### src/rtl/psram_arb_defs.sv
// psram_arb_defs: shared FSM states, owner codes and bus widths for the PSRAM request arbiter.
package psram_arb_defs;
  localparam int PSRAM_AW = 23;
  localparam int PSRAM_DW = 16;
  typedef enum logic [2:0] {IDLE, ISSUE, WAIT_BEGUN, XFER, DONE, ABORT} state_e;
  typedef enum logic [1:0] {OWN_V, OWN_P, OWN_D} owner_e;
endpackage

### src/rtl/arb_rr2.sv
// arb_rr2: two-way round-robin pick between P and D; when both request, the one not last served wins.
module arb_rr2
  import psram_arb_defs::*;
(
  input  logic   p_req_i,
  input  logic   d_req_i,
  input  owner_e rr_ptr_i,
  output logic   any_o,
  output owner_e pick_o
);
  assign any_o  = p_req_i | d_req_i;
  assign pick_o = (p_req_i && d_req_i) ? ((rr_ptr_i == OWN_P) ? OWN_D : OWN_P)
                                       : (p_req_i ? OWN_P : OWN_D);
endmodule

### src/rtl/psram_req_arbiter.sv
// psram_req_arbiter: schedules video bursts, processor and loader-DMA ops onto psram_ctrlr one at a time,
// routes beats/read data to the owner and flags lost or short ops on a sticky err.
module psram_req_arbiter
  import psram_arb_defs::*;
#(
  parameter int BURST_LEN = 16,
  parameter int TIMEOUT   = 255,
  parameter int CNT_W     = 8
) (
  input  logic                clk,
  input  logic                clr_n,
  input  logic                ctrl_good,
  input  logic                v_req,
  input  logic [PSRAM_AW-1:0] v_addr,
  output logic                v_data_ok,
  output logic                v_done,
  input  logic                p_req,
  input  logic                p_wr,
  input  logic [PSRAM_AW-1:0] p_addr,
  input  logic [PSRAM_DW-1:0] p_wdata,
  output logic [PSRAM_DW-1:0] p_rdata,
  output logic                p_done,
  output logic                p_stall,
  input  logic                d_req,
  input  logic                d_wr,
  input  logic [PSRAM_AW-1:0] d_addr,
  input  logic [PSRAM_DW-1:0] d_wdata,
  output logic [PSRAM_DW-1:0] d_rdata,
  output logic                d_done,
  output logic                err,
  input  logic                op_begun,
  input  logic                data_ok,
  input  logic                op_finished,
  input  logic [PSRAM_DW-1:0] rd_data,
  output logic [PSRAM_AW-1:0] app_addr,
  output logic [PSRAM_DW-1:0] app_data_out,
  output logic                app_rd,
  output logic                app_wr,
  output logic                app_burst
);
  state_e              state_q;
  owner_e              owner_q, rr_ptr_q, rr_pick;
  logic                rr_any, wr_q, grant_wr;
  logic                app_rd_q, app_wr_q, app_burst_q, v_done_q, p_done_q, d_done_q, err_q;
  logic [CNT_W-1:0]    beat_cnt_q, tmo_q, beat_inc;
  logic [PSRAM_AW-1:0] app_addr_q;
  logic [PSRAM_DW-1:0] app_data_q, p_rdata_q, d_rdata_q;
  logic [2:0]          own_done;

  arb_rr2 u_rr (.p_req_i(p_req), .d_req_i(d_req), .rr_ptr_i(rr_ptr_q), .any_o(rr_any), .pick_o(rr_pick));

  assign grant_wr = !v_req && ((rr_pick == OWN_P) ? p_wr : d_wr);
  assign beat_inc = (data_ok && beat_cnt_q != '1) ? beat_cnt_q + 1'b1 : beat_cnt_q;
  assign own_done = {owner_q == OWN_D, owner_q == OWN_P, owner_q == OWN_V};

  always_ff @(posedge clk) begin
    if (!clr_n) begin
      state_q <= IDLE;
      owner_q <= OWN_V;
      rr_ptr_q <= OWN_P;
      wr_q <= 1'b0;
      {app_rd_q, app_wr_q, app_burst_q, v_done_q, p_done_q, d_done_q, err_q} <= '0;
      beat_cnt_q <= '0;
      tmo_q <= '0;
      app_addr_q <= '0;
      app_data_q <= '0;
      p_rdata_q <= '0;
      d_rdata_q <= '0;
    end else begin
      {app_rd_q, app_wr_q, app_burst_q, v_done_q, p_done_q, d_done_q} <= '0;
      case (state_q)
        IDLE: if (ctrl_good && (v_req || rr_any)) begin
          state_q <= ISSUE;
          owner_q <= v_req ? OWN_V : rr_pick;
          wr_q <= grant_wr;
          app_rd_q <= !grant_wr;
          app_wr_q <= grant_wr;
          app_burst_q <= v_req;
          app_addr_q <= v_req ? v_addr : ((rr_pick == OWN_P) ? p_addr : d_addr);
          if (!v_req) app_data_q <= (rr_pick == OWN_P) ? p_wdata : d_wdata;
        end
        ISSUE: begin
          state_q <= WAIT_BEGUN;
          tmo_q <= '0;
        end
        WAIT_BEGUN: if (op_begun) begin
          state_q <= XFER;
          tmo_q <= '0;
        end else if (tmo_q == CNT_W'(TIMEOUT - 1)) begin
          state_q <= ABORT;
          err_q <= 1'b1;
          {d_done_q, p_done_q, v_done_q} <= own_done;
        end else if (tmo_q != '1) tmo_q <= tmo_q + 1'b1;
        XFER: begin
          if (owner_q == OWN_V) beat_cnt_q <= beat_inc;
          else if (data_ok && !wr_q && owner_q == OWN_P) p_rdata_q <= rd_data;
          else if (data_ok && !wr_q) d_rdata_q <= rd_data;
          if (op_finished) begin
            state_q <= DONE;
            {d_done_q, p_done_q, v_done_q} <= own_done;
            // A burst that ends with the wrong beat count means the line buffer is corrupt.
            if (owner_q == OWN_V && beat_inc != CNT_W'(BURST_LEN)) err_q <= 1'b1;
          end
        end
        DONE, ABORT: begin
          state_q <= IDLE;
          beat_cnt_q <= '0;
          if (owner_q != OWN_V) rr_ptr_q <= owner_q;
        end
        default: state_q <= IDLE;
      endcase
    end
  end

  assign v_data_ok    = data_ok && state_q == XFER && owner_q == OWN_V;
  assign v_done       = v_done_q;
  assign p_done       = p_done_q;
  assign d_done       = d_done_q;
  assign p_stall      = p_req & ~p_done_q;
  assign p_rdata      = p_rdata_q;
  assign d_rdata      = d_rdata_q;
  assign err          = err_q;
  assign app_addr     = app_addr_q;
  assign app_data_out = app_data_q;
  assign app_rd       = app_rd_q;
  assign app_wr       = app_wr_q;
  assign app_burst    = app_burst_q;
endmodule

### config.mk
export PLATFORM = sky130hd
export DESIGN_NAME = psram_req_arbiter
export DESIGN_NICKNAME = d
export VERILOG_FILES = /design/src/rtl/psram_arb_defs.sv /design/src/rtl/arb_rr2.sv /design/src/rtl/psram_req_arbiter.sv
export SDC_FILE = /design/constraint.sdc
export NUM_CORES = 1
export LEC_CHECK = 0
export ABC_AREA = 1
export BUFFER_PORTS_ARGS = -buffer_cell sky130_fd_sc_hd__buf_2
export CAP_MARGIN = 20
export CORE_MARGIN = 3
export CORE_UTILIZATION = 51
export DETAILED_ROUTE_END_ITERATION = 6
export PLACE_DENSITY_LB_ADDON = 0.08
export SETUP_SLACK_MARGIN = 0.1
export SLEW_MARGIN = 40
export SYNTH_ARGS = -nofsm -noshare
export SYNTH_HDL_FRONTEND = slang
export SYNTH_SLANG_ARGS = --single-unit
### constraint.sdc
create_clock -name clk -period 3.9 [get_ports clk]
set_input_delay 0.195 -clock clk [delete_from_list [all_inputs] [get_ports clk]]
set_output_delay 0.195 -clock clk [all_outputs]
set_load 0.03 [all_outputs]
# Word level (Yosys, flattened, before mapping)
# Cells that the tools add are included.
[totals] ff_bits=102 mem_bits_ro=0 latchBits=0 mem_bits_rw=0 word_cells=114 out_inout_bits=80 mem_count=0
[op_classes] magnitude_cmp=0 shift=0 n_bitwise=6 reduce_logical=30 n_eq_ne=22 mul=0 div=0 n_mux=37 addsub=2
[ops] operator="$mux W23" n=2
[ops] operator="$mux W8" n=5
[ops] operator="$pmux W8 S2" n=2
[ops] operator="$add A8 B1 Y8 const B" n=2
[ops] operator="$mux W16" n=1
[ops] operator="$ne A8 B8 Y1 const B" n=2
[ops] operator="$reduce_and A3 Y1" n=5
[ops] operator="$mux W1" n=14
[ops] operator="$mux W3" n=4
[ops] operator="$ne A2 B2 Y1 const B" n=6
[ops] operator="$pmux W3 S4" n=1
[ops] operator="$logic_and A1 B1 Y1" n=9
[ops] operator="$ne A3 B3 Y1 const B" n=3
[ops] operator="$eq A8 B8 Y1 const B" n=1
[ops] operator="$mux W2" n=4
[ops] operator="$ne A8 B5 Y1 const B" n=1
[ops] operator="$pmux W1 S2" n=4
[ops] operator="$reduce_bool A2 Y1" n=4
[ops] operator="$eq A2 B1 Y1 const B" n=3
[ops] operator="$eq A3 B2 Y1 const B" n=2
[ops] operator="$eq A3 B3 Y1 const B" n=2
[ops] operator="$reduce_and A2 Y1" n=3
[ops] operator="$reduce_and A5 Y1" n=1
[ops] operator="$not A1 Y1" n=4
[ops] operator="10 further kinds" n=12

# Longest topological paths before layout
[depth] ltp_word=8 ltp_mapped=15 ltp_nobuf=15

# Cells and area by module
# From an unflattened synthesis, not the netlist that was laid out.
[unflattened] hier_cells=678 area_unflattened_um2=4710.8
[modules_own_cells] module="psram_req_arbiter" area_per_inst_um2=4684.5 instances=1 seq_area_each_um2=2042.0 cells_each=672
[modules_own_cells] module="arb_rr2" area_per_inst_um2=26.3 instances=1 seq_area_each_um2=0.0 cells_each=6

# Least setup slack after synthesis
# Ideal clock, no wire load.
[synth_path] path_kind="reg-to-reg" from="register beat_cnt_q[0]" to="register err_q, in the netlist err" setup_slack_ns=2.351 n_path_buf=0 path_stages_with_launch=15 setup_ns=0.131 synth_period_minus_slack_ns=1.549 t_arrival_ns=1.418 path_cell_list="dfxtp_1 ha_1 inv_1 nor2_2 nand2_4 nand2_4 nand2_1 nand2_1 nand2_1 nor2_1 nand2_1 nand2_1 nand2_1 nand2_1 a21oi_2"
[synth_via] elab_chain_len=7 word_cells_on_any_way=8
[synth_rtl] element="start, declared" line="psram_req_arbiter.sv:45" source="logic [CNT_W-1:0] beat_cnt_q, tmo_q, beat_inc;"
[synth_rtl] element="start signal, assigned" line="psram_req_arbiter.sv:95" source="if (owner_q == OWN_V) beat_cnt_q <= beat_inc;"
[synth_rtl] element="branches (longest 2 deep; another with $add A8 B1 Y8)"
[synth_rtl] element="$mux W8 (*)" line="psram_req_arbiter.sv:53" source="assign beat_inc = (data_ok && beat_cnt_q != '1) ? beat_cnt_q + 1'b1 : beat_cnt_q;"
[synth_rtl] element="$ne A8 B5 Y1 (*)" line="psram_req_arbiter.sv:102" source="if (owner_q == OWN_V && beat_inc != CNT_W'(BURST_LEN)) err_q <= 1'b1;"
[synth_rtl] element="$logic_and A1 B1 Y1 (*)" line="psram_req_arbiter.sv:102"
[synth_rtl] element="$ne A2 B2 Y1 (no line) (*)"
[synth_rtl] element="$reduce_and A5 Y1 (no line) (*)"
[synth_rtl] element="end signal, assigned" line="psram_req_arbiter.sv:62" source="{app_rd_q, app_wr_q, app_burst_q, v_done_q, p_done_q, d_done_q, err_q} <= '0;"
[synth_rtl] element="end signal, assigned" line="psram_req_arbiter.sv:91" source="err_q <= 1'b1;"
[synth_rtl] element="end signal, assigned" line="psram_req_arbiter.sv:102"
[synth_rtl] element="end, declared" line="psram_req_arbiter.sv:44" source="logic app_rd_q, app_wr_q, app_burst_q, v_done_q, p_done_q, d_done_q, err_q;"
# Mark *: on every way between the ends.
# A chain may end at the register's enable or synchronous reset.

# Final worst setup path
[layout_path] from="register rr_ptr_q[1]" to="register wr_q"
[layout_via] elab_chain_len=6
[layout_rtl] element="start, declared" line="psram_req_arbiter.sv:42" source="owner_e owner_q, rr_ptr_q, rr_pick;"
[layout_rtl] element="start signal, assigned" line="psram_req_arbiter.sv:108" source="if (owner_q != OWN_V) rr_ptr_q <= owner_q;"
[layout_rtl] element="$eq A2 B1 Y1" line="arb_rr2.sv:12" source="assign pick_o = (p_req_i && d_req_i) ? ((rr_ptr_i == OWN_P) ? OWN_D : OWN_P)"
[layout_rtl] element="$mux W2 (2 in series)" line="arb_rr2.sv:12"
[layout_rtl] element="$eq A2 B1 Y1" line="psram_req_arbiter.sv:52" source="assign grant_wr = !v_req && ((rr_pick == OWN_P) ? p_wr : d_wr);"
[layout_rtl] element="$mux W1" line="psram_req_arbiter.sv:52"
[layout_rtl] element="$logic_and A1 B1 Y1" line="psram_req_arbiter.sv:52"
[layout_rtl] element="end signal, assigned" line="psram_req_arbiter.sv:75" source="wr_q <= grant_wr;"
[layout_rtl] element="end, declared" line="psram_req_arbiter.sv:43" source="logic rr_any, wr_q, grant_wr;"
# Every way passes these cells.

==> run metrics <==
floorplan die area=0.0103 mm^2; wire length per cell after detailed routing=between 10 and 15 um; startpoint type of the worst setup path=flop; Routed Antenna Nets=0; clock tree from TritonCTS=built; Initial Utilization=53.0%; dpl hpwl=9880 um; layout cell share with drive strength beyond 1=around a third; worst relative slew slack=51.0%; weighted congestion at the end of routability-driven global placement=between 0.8 and 0.9; Reg2Reg Depth=7; peak supply drop=0.237 mV; largest net degree at the start of global routing=78; Final Core Density=67.5%; top-level I/O count=roughly 210; number of instances in the placed design=around 940; cts hold-fix bufs=0; reported max-cap violation count=0; maximum level of the CTS H-tree=3; total routed wirelength=13300 um; floorplan die height=slightly above 100 um; Final Non-Filler Cells=approximately 950; quantity of I/O buffers inserted on ports=207; most common cell after layout, fill and taps aside=sky130_fd_sc_hd__buf_2; insertion delay of the later-clocked pin in the worst-skew pair=360 ps; vias in the first global route=4706; final setup vio count=0; Seq/Total Area, Yosys=between 40% and 50%; area growth from synthesis to layout=27.3%; wire length of the first global-routing pass=about 21000 um; count of yosys warnings during synthesis=0; row cnt=34; clock-pin transition on the worst setup and hold timing paths=approximately 100 ps; synthesized area=about 0.0047 mm^2; arrival time of the worst setup path=2390 ps; total chip power=about 2.5 mW; Worst Path Class, Setup=flop to flop; HP Class=primary input to flop; share of the cycle needed by the critical path after routing=a little over half; setup TNS=0 ps; number of clock buffers inserted by TritonCTS=9; post-synth net total=between 700 and 800; Die Wd=roughly 100 um; average vias per placed instance=5.26; clock tree skew after final layout=12.3 ps; number of flip-flops and latches in the synthesized netlist=a little over 100; overflow left after global routing=0; final worst path period need=2080 ps; number of cells on the worst hold path=3; vias=~5k; synthesized netlist cell count=650; synthesized area divided by synthesized cell count=7.18 um^2; antenna violations before repair=0; Max Clock Freq=roughly 480 MHz; commonest non-fill, non-tap cells in the layout=sky130_fd_sc_hd__buf_2 (207), sky130_fd_sc_hd__nand2_1 (147), sky130_fd_sc_hd__dfxtp_1 (102); top fanout value on the critical path=25; sort of element at the end of the critical path=flop; result of the run=finished clean; Clk Tree Root Cell=sky130_fd_sc_hd__clkbuf_8; number of pins with negative max-slew slack in the final report=0; total DRC errors in the routed layout=0; number of endpoints with negative hold slack in the final report=0; Setup Fix Bufs, Post-CTS=0; diodes inserted=0; global-route total usage across every layer=approximately a quarter; setup repair after global routing missed its margin=no; sinks on the clock net=slightly above 100; transition at the pin with the smallest max-transition slack=between 700 and 800 ps; area of the placeable core=approximately 0.0088 mm^2; number of detailed-routing iterations run before antenna repair=5; PwrDens=approximately 420 mW/mm^2; endpoint required time on the critical path=4210 ps; Iteration-0 DRC Markers=approximately 120; count of distinct cell types in the synthesized netlist=37; total of fill cells in the finished design=between 700 and 800; count of cells resized by post-cts repair=0; leakage power figure=about 2.9 nW; buffer depth of the longest clock path=2; # nets final=between 900 and 1k
==> where the power goes <==
group,internal [mW],total (mW),switching (mW)
combinational,0.169,0.534,0.365
clock,0.429,0.808,0.379
sequential,1.11,1.15,0.0413
==> synth_stat cells, drive strengths merged <==
| cell type | count | area, um^2 |
|---|---|---|
| a211oi | 2 | 15.0 |
| o21bai | 1 | 7.51 |
| nor3 | 4 | 20.0 |
| clkinv | 2 | 7.51 |
| nand3 | 44 | 225 |
| o31ai | 1 | 7.51 |
| nand3b | 2 | 15.0 |
| a31o | 1 | 8.76 |
| inv | 66 | 253 |
| ha | 3 | 37.5 |
| nor4 | 1 | 21.3 |
| nor2 | 74 | 335 |
| o21ai | 68 | 340 |
| nand4 | 10 | 68.8 |
| nand2 | 154 | 611 |
| clkbuf | 18 | 68.8 |
| a21oi | 48 | 244 |
| dfxtp | 102 | 2040 |
| buf | 13 | 97.6 |
| a31oi | 34 | 228 |
| a22oi | 1 | 7.51 |
| xor2 | 1 | 8.76 |
==> final cells by class <==
class | instances | area [um^2] | share of cell area [%]
multi-input combinational | 449 | 2210 | 37.1
clock inverter | 7 | 118 | 1.98
inverter | 68 | 260 | 4.38
sequential | 102 | 2040 | 34.4
timing repair buffer | 210 | 1060 | 17.8
clock buffer | 9 | 124 | 2.08
tap | 108 | 135 | 2.27
==> metal layers <==
| layer | global-route usage, % | part of all wire [%] | vias to the layer above |
|---|---|---|---|
| met4 | 12.8 | 3.5 | 0 |
| met5 | 0 | 0 | - |
| met2 | 43.2 | 49 | 189 |
| met3 | 6.54 | 7.4 | 39 |
| met1 | 27.8 | 40 | 2269 |
| li1 | - | - | 2520 |
==> registers in the layout (all words and copies together), names as in the netlist <==
name / cells
tmo_q: 8
v_done: 1
wr_q: 1
app_wr: 1
p_done: 1
d_rdata: 16
owner_q: 2
app_data_out: 16
p_rdata: 16
err: 1
beat_cnt_q: 8
app_rd: 1
d_done: 1
app_burst: 1
rr_ptr_q: 2
app_addr: 23
state_q: 3
==> per-stage QoR <==
stage	area, um^2	setup slack [ps]	hold slack [ps]
final	5940	1820	30.4
after global routing	5940	1620	39.4
after CTS	5940	1790	20.0
after detailed placement	5690	1640	411
after global placement	5690	1750	402
after floorplan	4670	2350	311
==> logic make-up (layout without fill, tap and decap cells) <==
logic type / after synthesis / after routing / share of synthesized area, %
compound gates: 156 / 156 / 18.4
xor+xnor: 1 / 1 / 0.188
fa+ha+maj: 3 / 3 / 0.804
buf+inv: 99 / 294 / 9.14
flops: 102 / 102 / 43.7
simple gates: 289 / 289 / 27.8
==> final timing paths <==
path | endpoint | slack [ps] | from
worst max register to register | wr_q | 1820 | rr_ptr_q[1]
worst min-delay path | app_addr[10] | 30 | v_addr[10]
worst max-delay path | wr_q | 1820 | rr_ptr_q[1]
worst min register to register | d_rdata[0] | 450 | d_rdata[0]
==> critical path, stage by stage, from the launching register on <==
cell and delay, ps:
sky130_fd_sc_hd__dfxtp_1 350, sky130_fd_sc_hd__inv_1 70, sky130_fd_sc_hd__a31oi_4 470, sky130_fd_sc_hd__inv_4 200, sky130_fd_sc_hd__nor2_4 490, sky130_fd_sc_hd__a22oi_1 210
sky130_fd_sc_hd__nor2_2 140, sky130_fd_sc_hd__a31o_1 100
Note: power is estimated with default switching activity, not from simulation.
